==> src/rtl/fifo_pkg.sv <==
// Default geometry shared by the FIFO top and its storage sub-module.
package fifo_pkg;

  localparam int FIFO_WIDTH = 8;
  localparam int FIFO_DEPTH = 16;

endpackage : fifo_pkg

==> src/rtl/fifo_mem.sv <==
// FIFO storage: DEPTH x WIDTH register array, one write port and one
// registered read port. The array itself is never reset; only the read
// register is cleared so the output is defined straight out of reset.
module fifo_mem
  import fifo_pkg::*;
#(
  parameter int WIDTH = FIFO_WIDTH,
  parameter int DEPTH = FIFO_DEPTH,
  parameter int AW    = $clog2(DEPTH)
) (
  input  logic             clk_i,
  input  logic             rst_i,
  input  logic             wr_en,
  input  logic [AW-1:0]    wr_addr,
  input  logic [WIDTH-1:0] wr_data,
  input  logic             rd_en,
  input  logic [AW-1:0]    rd_addr,
  output logic [WIDTH-1:0] rd_data
);

  logic [WIDTH-1:0] mem [DEPTH];
  logic [WIDTH-1:0] rd_data_p1;

  // Write port: capture data into the addressed entry.
  always_ff @(posedge clk_i) begin
    if (wr_en) begin
      mem[wr_addr] <= wr_data;
    end
  end

  // ---- stage p1: registered read, holds its value when no read occurs ----
  always_ff @(posedge clk_i or negedge rst_i) begin
    if (!rst_i) begin
      rd_data_p1 <= '0;
    end else if (rd_en) begin
      rd_data_p1 <= mem[rd_addr];
    end
  end

  assign rd_data = rd_data_p1;

endmodule : fifo_mem

==> src/rtl/sync_fifo.sv <==
// Single-clock FIFO. Pointers carry one extra wrap bit so full and empty
// are distinguished without an occupancy counter. Requests against a full
// or empty FIFO are dropped and flagged with a one-cycle error pulse.
module sync_fifo
  import fifo_pkg::*;
#(
  parameter int WIDTH     = FIFO_WIDTH,
  parameter int DEPTH     = FIFO_DEPTH,
  parameter int PTR_WIDTH = $clog2(DEPTH)
) (
  input  logic             clk_i,
  input  logic             rst_i,
  input  logic             wr_en_i,
  input  logic [WIDTH-1:0] wdata_i,
  input  logic             rd_en_i,
  output logic [WIDTH-1:0] rdata_o,
  output logic             full_o,
  output logic             empty_o,
  output logic             wr_error_o,
  output logic             rd_error_o
);

  localparam logic [PTR_WIDTH:0] PTR_ONE = {{PTR_WIDTH{1'b0}}, 1'b1};

  logic [PTR_WIDTH:0] wr_ptr;
  logic [PTR_WIDTH:0] rd_ptr;
  logic               wr_accept;
  logic               rd_accept;
  logic               wr_error_p1;
  logic               rd_error_p1;

  // Flags derive from the registered pointers only, so they describe the
  // state left by the most recent edge; the wrap bit separates full/empty.
  always_comb begin
    empty_o   = (wr_ptr == rd_ptr);
    full_o    = (wr_ptr[PTR_WIDTH-1:0] == rd_ptr[PTR_WIDTH-1:0]) &&
                (wr_ptr[PTR_WIDTH] != rd_ptr[PTR_WIDTH]);
    wr_accept = wr_en_i && !full_o;
    rd_accept = rd_en_i && !empty_o;
  end

  // ---- stage p1: pointer advance and error pulses ----
  always_ff @(posedge clk_i or negedge rst_i) begin
    if (!rst_i) begin
      wr_ptr      <= '0;
      rd_ptr      <= '0;
      wr_error_p1 <= 1'b0;
      rd_error_p1 <= 1'b0;
    end else begin
      if (wr_accept) begin
        wr_ptr <= wr_ptr + PTR_ONE;
      end
      if (rd_accept) begin
        rd_ptr <= rd_ptr + PTR_ONE;
      end
      wr_error_p1 <= wr_en_i && full_o;
      rd_error_p1 <= rd_en_i && empty_o;
    end
  end

  assign wr_error_o = wr_error_p1;
  assign rd_error_o = rd_error_p1;

  fifo_mem #(
    .WIDTH (WIDTH),
    .DEPTH (DEPTH),
    .AW    (PTR_WIDTH)
  ) u_mem (
    .clk_i   (clk_i),
    .rst_i   (rst_i),
    .wr_en   (wr_accept),
    .wr_addr (wr_ptr[PTR_WIDTH-1:0]),
    .wr_data (wdata_i),
    .rd_en   (rd_accept),
    .rd_addr (rd_ptr[PTR_WIDTH-1:0]),
    .rd_data (rdata_o)
  );

endmodule : sync_fifo

==> config.mk <==
export PLATFORM = sky130hd
export DESIGN_NAME = sync_fifo
export DESIGN_NICKNAME = d
export VERILOG_FILES = /design/src/rtl/fifo_pkg.sv /design/src/rtl/fifo_mem.sv /design/src/rtl/sync_fifo.sv
export SDC_FILE = /design/constraint.sdc
export NUM_CORES = 1
export LEC_CHECK = 0
export ABC_CLOCK_PERIOD_IN_PS = 4000
export BUFFER_PORTS_ARGS = -buffer_cell sky130_fd_sc_hd__buf_2
export CAP_MARGIN = 20
export CORE_UTILIZATION = 45
export CTS_BUF_LIST = sky130_fd_sc_hd__clkbuf_4 sky130_fd_sc_hd__clkbuf_8
export DETAILED_ROUTE_END_ITERATION = 12
export MAX_ROUTING_LAYER = met4
export PLACE_DENSITY_LB_ADDON = 0.05
export SKIP_CTS_REPAIR_TIMING = 1
export SLEW_MARGIN = 20
export SYNTH_ARGS = -nofsm -noshare
export SYNTH_HDL_FRONTEND = slang
export SYNTH_HIERARCHICAL = 1
export SYNTH_SLANG_ARGS = --single-unit
==> constraint.sdc <==
create_clock -name clk_i -period 4 [get_ports clk_i]
set_input_delay 0.8 -clock clk_i [delete_from_list [all_inputs] [get_ports clk_i]]
set_output_delay 0.8 -clock clk_i [all_outputs]
set_load 0.1 [all_outputs]
# Word-level counts from Yosys, hierarchy flattened
# Memory sizes are Yosys's and may differ from the RTL's. A register that Yosys moved wholly into a read port is not among the register bits.
# Cells that the tools add are included.
[classes] addsub=2 n_eq_ne=3 n_mux=2 n_reduce_logical=8
[ops] operator="$add 5x1->5 const B" n=2
[ops] operator="$eq 5x5->1" n=1
[ops] operator="$logic_and 1x1->1" n=5
[ops] operator="$eq 4x4->1" n=1
[ops] operator="$logic_not 1->1" n=3
[ops] operator="$mux 1" n=2
[ops] operator="$ne 1x1->1" n=1
[word_totals] regBits=12 ramBits=128 inputBits=12 out_inout_bits=12 elab_cells=20 n_memories=1
[mem_list] name="u_mem.mem" words=16 width=8 read_ports=1 rd_ports_with_merged_regs=1 wr=1 line="fifo_mem.sv:21" text="logic [WIDTH-1:0] mem [DEPTH];"

# Depth between registers and ports, before layout
# Gate-level depths: netlist of the first run.
[logic_depth] ltp_word=6 ltp_mapped=8 mapped_depth_nobuf=6

# Hierarchy
# Netlist of the first run, hierarchy kept.
[modules_own_cells] mod="fifo_mem" n_inst=1 cells_per_inst=240 area_each_um2=5331.4 seq_area_each_um2=4043.9
[modules_own_cells] mod="sync_fifo" n_inst=1 cells_per_inst=53 area_each_um2=638.1 seq_area_each_um2=300.3

# Worst setup path before layout of the first run
# No wires, ideal clock.
[synth_path] path_type="flip-flop to output port" from="reg wr_ptr[0]" to="out empty_o" arrival_time_ns=2.215 t_required_ns=3.200 path_slack_ns=0.985 stages_incl_launch_ff=5 n_path_buf=1 path_cell_list="dfrtp_1 xnor2_1 nand4_1 buf_6 nor2_1"
[synth_via] elab_chain_cells=1
[synth_rtl] element="from (decl)" line="sync_fifo.sv:25" text="logic [PTR_WIDTH:0] wr_ptr;"
[synth_rtl] element="from (signal assigned)" line="sync_fifo.sv:51" text="wr_ptr <= wr_ptr + PTR_ONE;"
[synth_rtl] element="$eq 5x5->1" line="sync_fifo.sv:35" text="empty_o = (wr_ptr == rd_ptr);"
[synth_rtl] element="to (decl)" line="sync_fifo.sv:18" text="output logic empty_o,"
# Every way passes these cells.

# Worst setup path in the final report of the first run
# Ends and elaborated chain as after synthesis.

==> reports/results.ini, run 1 <==
[sta]
final_max_slew_viol_count = 0
fmax_mhz = 318
rsz0062_at_grt = false
slew_headroom_pct = 32.5
fin_ws_ns = 0.853
tns_ns = 0
fin_crit_ns = 3.15
worst_slew_pin_slew_ns = 1.01
hold_viol = 0
finalSetupViolations = 0
fin_crit_sh_pct = 78.7
clock_skew_ns = 0.0128

[status]
status = complete, no violations

[layout]
mostFrequentLayoutCell = edfxtp_1
syn_to_final_growth_pct = 11.2
fill_cells = 1024
drive_above_1_share_pct = 32.4
antennaDiodeCount = 0
postLayoutCoreUtil_pct = 52.0
nNetsFinal = 346
mostFrequentLayoutCells = 128 x edfxtp_1, 26 x mux4_2, 23 x nor2_1, 23 x buf_2, 18 x dfrtp_1

[detailed_routing]
drtAntennaViolNets = 0
route.detailed.drc = 0
wl_per_cell_um = 22.4
drt_iter0_drc = 236
routed_via_density = 5.45
wirelength_mm = 11.5
drt_first_pass_iters = 4
via_count = 2808

[synthesis]
yosys.area.top_type = edfxtp_1
synth.area.top_cells = edfxtp_1 64%, mux4_2 9.8%, dfrtp_1 8.4%
ys_ff_latch = 148
syn_nets = 307
syn_avg_cell_area_um2 = 20.4
synth_top_cell_area_share_pct = 64.4
synth_warnings = 6
syn-cell-area_um2 = 5970
seq_area_frac_synth_pct = 72.8
syn_inst = 293
synth_cell_types = 36

[setup_path]
worst-r2r-cell-count = 6
cp-endpoint = empty_o
max_stage_delay_ns = 0.55
regToRegEndpoint = u_mem/mem[3][5]
worstPathArrival_ns = 2.35
crit_path_cell_trace = xnor2_1 > nand4_1 > nor2_1 > buf_2
critPathKind = reg2out
required_ns = 3.20
reg2reg_slack_ns = 1.09
slowest_stage = dfrtp_1
timing.rr.start = wr_ptr[1]
cp_max_fo = 11
startpoint = wr_ptr[0]
end_kind = output port
startpoint_type = flop

[cts]
cts_buffers = 17
clk_latency_ns = 0.44
htree_levels = 4
cts_tree = yes
clkTransAtPathRegs_ns = 0.08
clockRootBuffer = clkbuf_8
clockBufferDepth = 2
clock_sinks = 148

[floorplan]
initial_core_util_pct = 46.7
dieHeight_um = 117
rows = 41
ioPinCount = 24
die_area_um2 = 13700
coreArea_um2 = 12800
die_x_um = 117

[place]
finalWeightedCongestion = 0.754
place_hpwl_mm = 7.01
dp_worst_setup_slack_ns = 1.14
io_buffers = 23

[run]
max_cap_viol_count = 0

[global_routing]
antenna_found_initial = 0
grt_pass1_wl_mm = 17.4
overflow = 0
grt_max_degree = 36
first_global_vias = 2899
gr-usage-all-layers_pct = 19.6

[pwr]
max-vdd-ir-drop_v = 0.000282
power_density_nw_per_um2 = 751
p_leak_nw = 2.24

[hold_path]
hold_class = in2async

-- logic make-up after synthesis --
kind of cell               share of synthesized area (%)
DFF                                                 72.8
and+or+nand+nor                                     3.86
muxes                                               14.5
AOI/OAI and AO/OA                                   4.23
buffers and inverters                               2.47
xor gates and xnor gates                            1.76
adders and majority gates                          0.419
-- power by group --
part           leakage [nW]  switching (mW)  internal (mW)  total, mW
combinational         0.654            1.13          0.656       1.78
clock                 0.197           0.531          0.617       1.15
sequential             1.39           0.139           1.91       2.05
-- stage by stage --
stage | cells | total power [mW] | hold slack, ns | instance area (um2)
2_1_floorplan | 293 | 3.56 | 0.504 | 5970
3_3_place_gp | 485 | 3.89 | 0.573 | 6250
3_5_place_dp | 485 | 3.89 | 0.560 | 6250
4_1_cts | 515 | 5.04 | 0.316 | 6640
5_1_grt | 515 | 5.22 | 0.328 | 6640
6_report | 515 | 4.99 | 0.326 | 6640
-- worst max-delay path, delay by kind of cell (launching register included) --
family	cells	cell delay (ns)
buffers and inverters	1	0.46
and+or+nand+nor	2	0.73
DFF	1	0.55
xor gates and xnor gates	1	0.17
-- metal layers --
metal	track usage (%)	share of wire (%)	vias up	routed length, um
li1	-	-	1271	-
met1	25.2	46	1467	5310
met2	29.6	48	61	5540
met3	6.08	4.2	9	485
met4	6.92	1.8	0	206
met5	-	0	-	0
-- cells in the mapped netlist (all sizes together) --
| library cell | number |
|---|---|
| nand2b | 3 |
| nand2 | 3 |
| dfrtp | 20 |
| buf | 15 |
| mux2 | 3 |
| a221oi | 8 |
| or3b | 1 |
| nand3b | 2 |
| and2 | 4 |
| mux4 | 32 |
| inv | 2 |
| o22ai | 8 |
| xnor2 | 11 |
| nor2 | 23 |
| and3 | 2 |
| o21ai | 3 |
| mux2i | 8 |
| nand4 | 3 |
| edfxtp | 128 |
| nor3 | 4 |
| nand3 | 1 |
| xor2 | 1 |
| or2 | 1 |
| o31ai | 1 |
| o211ai | 4 |
| ha | 2 |
-- final cells by class --
class	count	area, um2	area share, %
multi-input combinational	128	1480	22.3
sequential	148	4350	65.5
timing repair buffer	35	205	3.09
clock inverter	11	138	2.07
clock buffer	19	249	3.75
tap	172	215	3.24
inverter	2	7.51	0.113
-- worst min path at each step --
stage	from	end
floorplan	rst_i	rd_error_o
global placement	u_mem/rd_data[0]	u_mem/rd_data[0]
detailed placement	u_mem/rd_data[7]	u_mem/rd_data[7]
CTS	rst_i	u_mem/rd_data[4]
global route	rst_i	u_mem/rd_data[5]
finish	rst_i	u_mem/rd_data[5]
-- flip-flops by register name, summed over array words and instances, names as in the netlist --
signal / flops
u_mem/mem: 128
u_mem/rd_data: 8
rd_ptr: 5
wr_error_o: 1
wr_ptr: 5
rd_error_o: 1
Note: power is estimated with default switching activity, not from simulation.
==> run 2: changes to the inputs <==
Settings changed: ABC_AREA set to 1, ABC_CLOCK_PERIOD_IN_PS 4000 to 3200.
Clock period 4 ns to 3.2 ns, I/O delays scaled along.
==> reports/results.ini, run 2 <==
[sta]
hold_viol = 0
tns_ns = 0
fmax_mhz = 361
worst_slew_pin_slew_ns = 0.852
final_max_slew_viol_count = 0
fin_crit_ns = 2.77
clock_skew_ns = 0.00619
rsz0062_at_grt = false
slew_headroom_pct = 43.0
fin_crit_sh_pct = 86.5
finalSetupViolations = 0
hold_slack_ns = 0.135

[global_routing]
overflow = 0
first_global_vias = 4014
antenna_found_initial = 0
grt_max_degree = 54
grt_pass1_wl_mm = 22.6
gr-usage-all-layers_pct = 22.4

[place]
finalWeightedCongestion = 0.887
io_buffers = 23
place_hpwl_mm = 9.04

[hold_path]
hold_class = in2async

[detailed_routing]
route.detailed.drc = 0
drt_iter0_drc = 357
drtAntennaViolNets = 0
wirelength_mm = 14.3
via_count = 4085
routed_via_density = 5.17
drt_first_pass_iters = 5
wl_per_cell_um = 18.1

[synthesis]
seq_area_frac_synth_pct = 68.4
synth_adder_area_share_pct = 0.394
synth_most_common_cell = nand2_1
synth_edf_count = 128
synthFlopType = edfxtp_1
synth_cell_types = 19
yosys.area.top_type = edfxtp_1
synth_mux_area_share_pct = 0
ys_ff_latch = 148
syn_avg_cell_area_um2 = 11.1
synth_top_cell_area_share_pct = 60.5
syn-cell-area_um2 = 6350
synth.area.top_cells = edfxtp_1 60%, nand2_1 14%, nand3_1 8.8%
synth_common_cells = 229 x nand2_1, 128 x edfxtp_1, 112 x nand3_1
syn_inst = 573
synth_warnings = 6
synth_xor_area_share_pct = 0.965
synth_compound_area_share_pct = 0
syn_nets = 587
synthArstFlopShare_pct = 13.5
synthSimpleGateAreaFrac_pct = 24.8
synth_top_family_by_area = simple AND/OR/NAND/NOR gates

[cts]
clock_sinks = 148
htree_levels = 4
clockBufferDepth = 2
cts_buffers = 17
clockRootBuffer = clkbuf_8
clk_latency_ns = 0.45
clkTransAtPathRegs_ns = 0.08
cts_tree = yes

[setup_path]
max_stage_delay_ns = 0.58
cp_common_cell = nand2_1
startpoint_type = flop
worstPathArrival_ns = 2.13
critical_path_buf_inv_count = 3
critPathKind = reg2out
end_kind = output port
critPathTopFamily = flip-flops
slowest_stage = dfrtp_2
required_ns = 2.56
crit_path_cell_trace = inv_1 > nand2_1 > nand2_1 > nor2_2 > nand3_4 > inv_2 > buf_2
cp_max_fo = 18

[layout]
drive_above_1_share_pct = 12.0
fill_cells = 1277
largest_register_ffs = 128
postLayoutCoreUtil_pct = 49.5
top_register = u_mem/mem
nNetsFinal = 610
mostFrequentLayoutCells = 229 x nand2_1, 128 x edfxtp_1, 112 x nand3_1
syn_to_final_growth_pct = 7.76
mostFrequentLayoutCell = nand2_1

[floorplan]
coreArea_um2 = 13800
initial_core_util_pct = 46.0
ioPinCount = 24
rows = 43
die_area_um2 = 14600
die_x_um = 121
dieHeight_um = 121

[pwr]
power_density_nw_per_um2 = 952
report.power.total_mw = 6.52
max-vdd-ir-drop_v = 0.000491
p_leak_nw = 2.72

[status]
status = complete, no violations

[run]
max_cap_viol_count = 0

[run 2: power by group]
part | internal, mW | total, mW | switching [mW]
combinational | 0.633 | 2.63 | 2.00
clock | 0.638 | 1.34 | 0.699
sequential | 2.36 | 2.55 | 0.188
total | 3.63 | 6.52 | 2.89
[run 2: worst paths after layout]
kind                                        from                to  slack, ns  cells after the start
min in group clk_i              u_mem/rd_data[3]  u_mem/rd_data[3]       0.48                      2
worst max-delay path                   rd_ptr[0]            full_o       0.43                      7
worst max register to register         rd_ptr[0]   u_mem/mem[0][7]       0.82                      9
worst min register to register  u_mem/rd_data[3]  u_mem/rd_data[3]       0.48                      2
max in group asynchronous                  rst_i         rd_ptr[0]       2.71                      1
worst min-delay path                       rst_i  u_mem/rd_data[4]       0.14                      1
[run 2: cell families (layout without fill, tap and decap cells)]
group                      Yosys count  after routing
other                                0              1
DFF                                148            148
buffers and inverters               48             84
adders and majority gates            2              2
xor gates and xnor gates             7              7
and+or+nand+nor                    368            368
[run 2: routing by layer]
layer  vias to the layer above  part of all wire (%)  track usage, %
li1                       1987                     -               -
met1                      1961                    47            30.5
met2                       116                    45            32.6
met3                        21                   5.2            4.81
met4                         0                   2.3            9.34
met5                         -                     0               -
[run 2: through the flow]
step | std cells | instance area, um2 | setup slack (ns)
floorplan | 573 | 6350 | 0.981
global placement | 757 | 6480 | 0.896
detailed placement | 757 | 6480 | 0.834
CTS | 789 | 6840 | 0.402
global route | 789 | 6840 | 0.283
finish | 790 | 6850 | 0.433
[run 2: area by class of cell]
class	instances	area, um2	share of cell area, %
Clock buffer	20	256	3.75
Clock inverter	12	108	1.57
Tap cell	180	225	3.29
Timing Repair Buffer	29	160	2.34
Sequential cell	148	4350	63.5
Multi-Input combinational cell	377	1660	24.3
Inverter	23	86.3	1.26
Antenna cell	1	2.50	0.0365
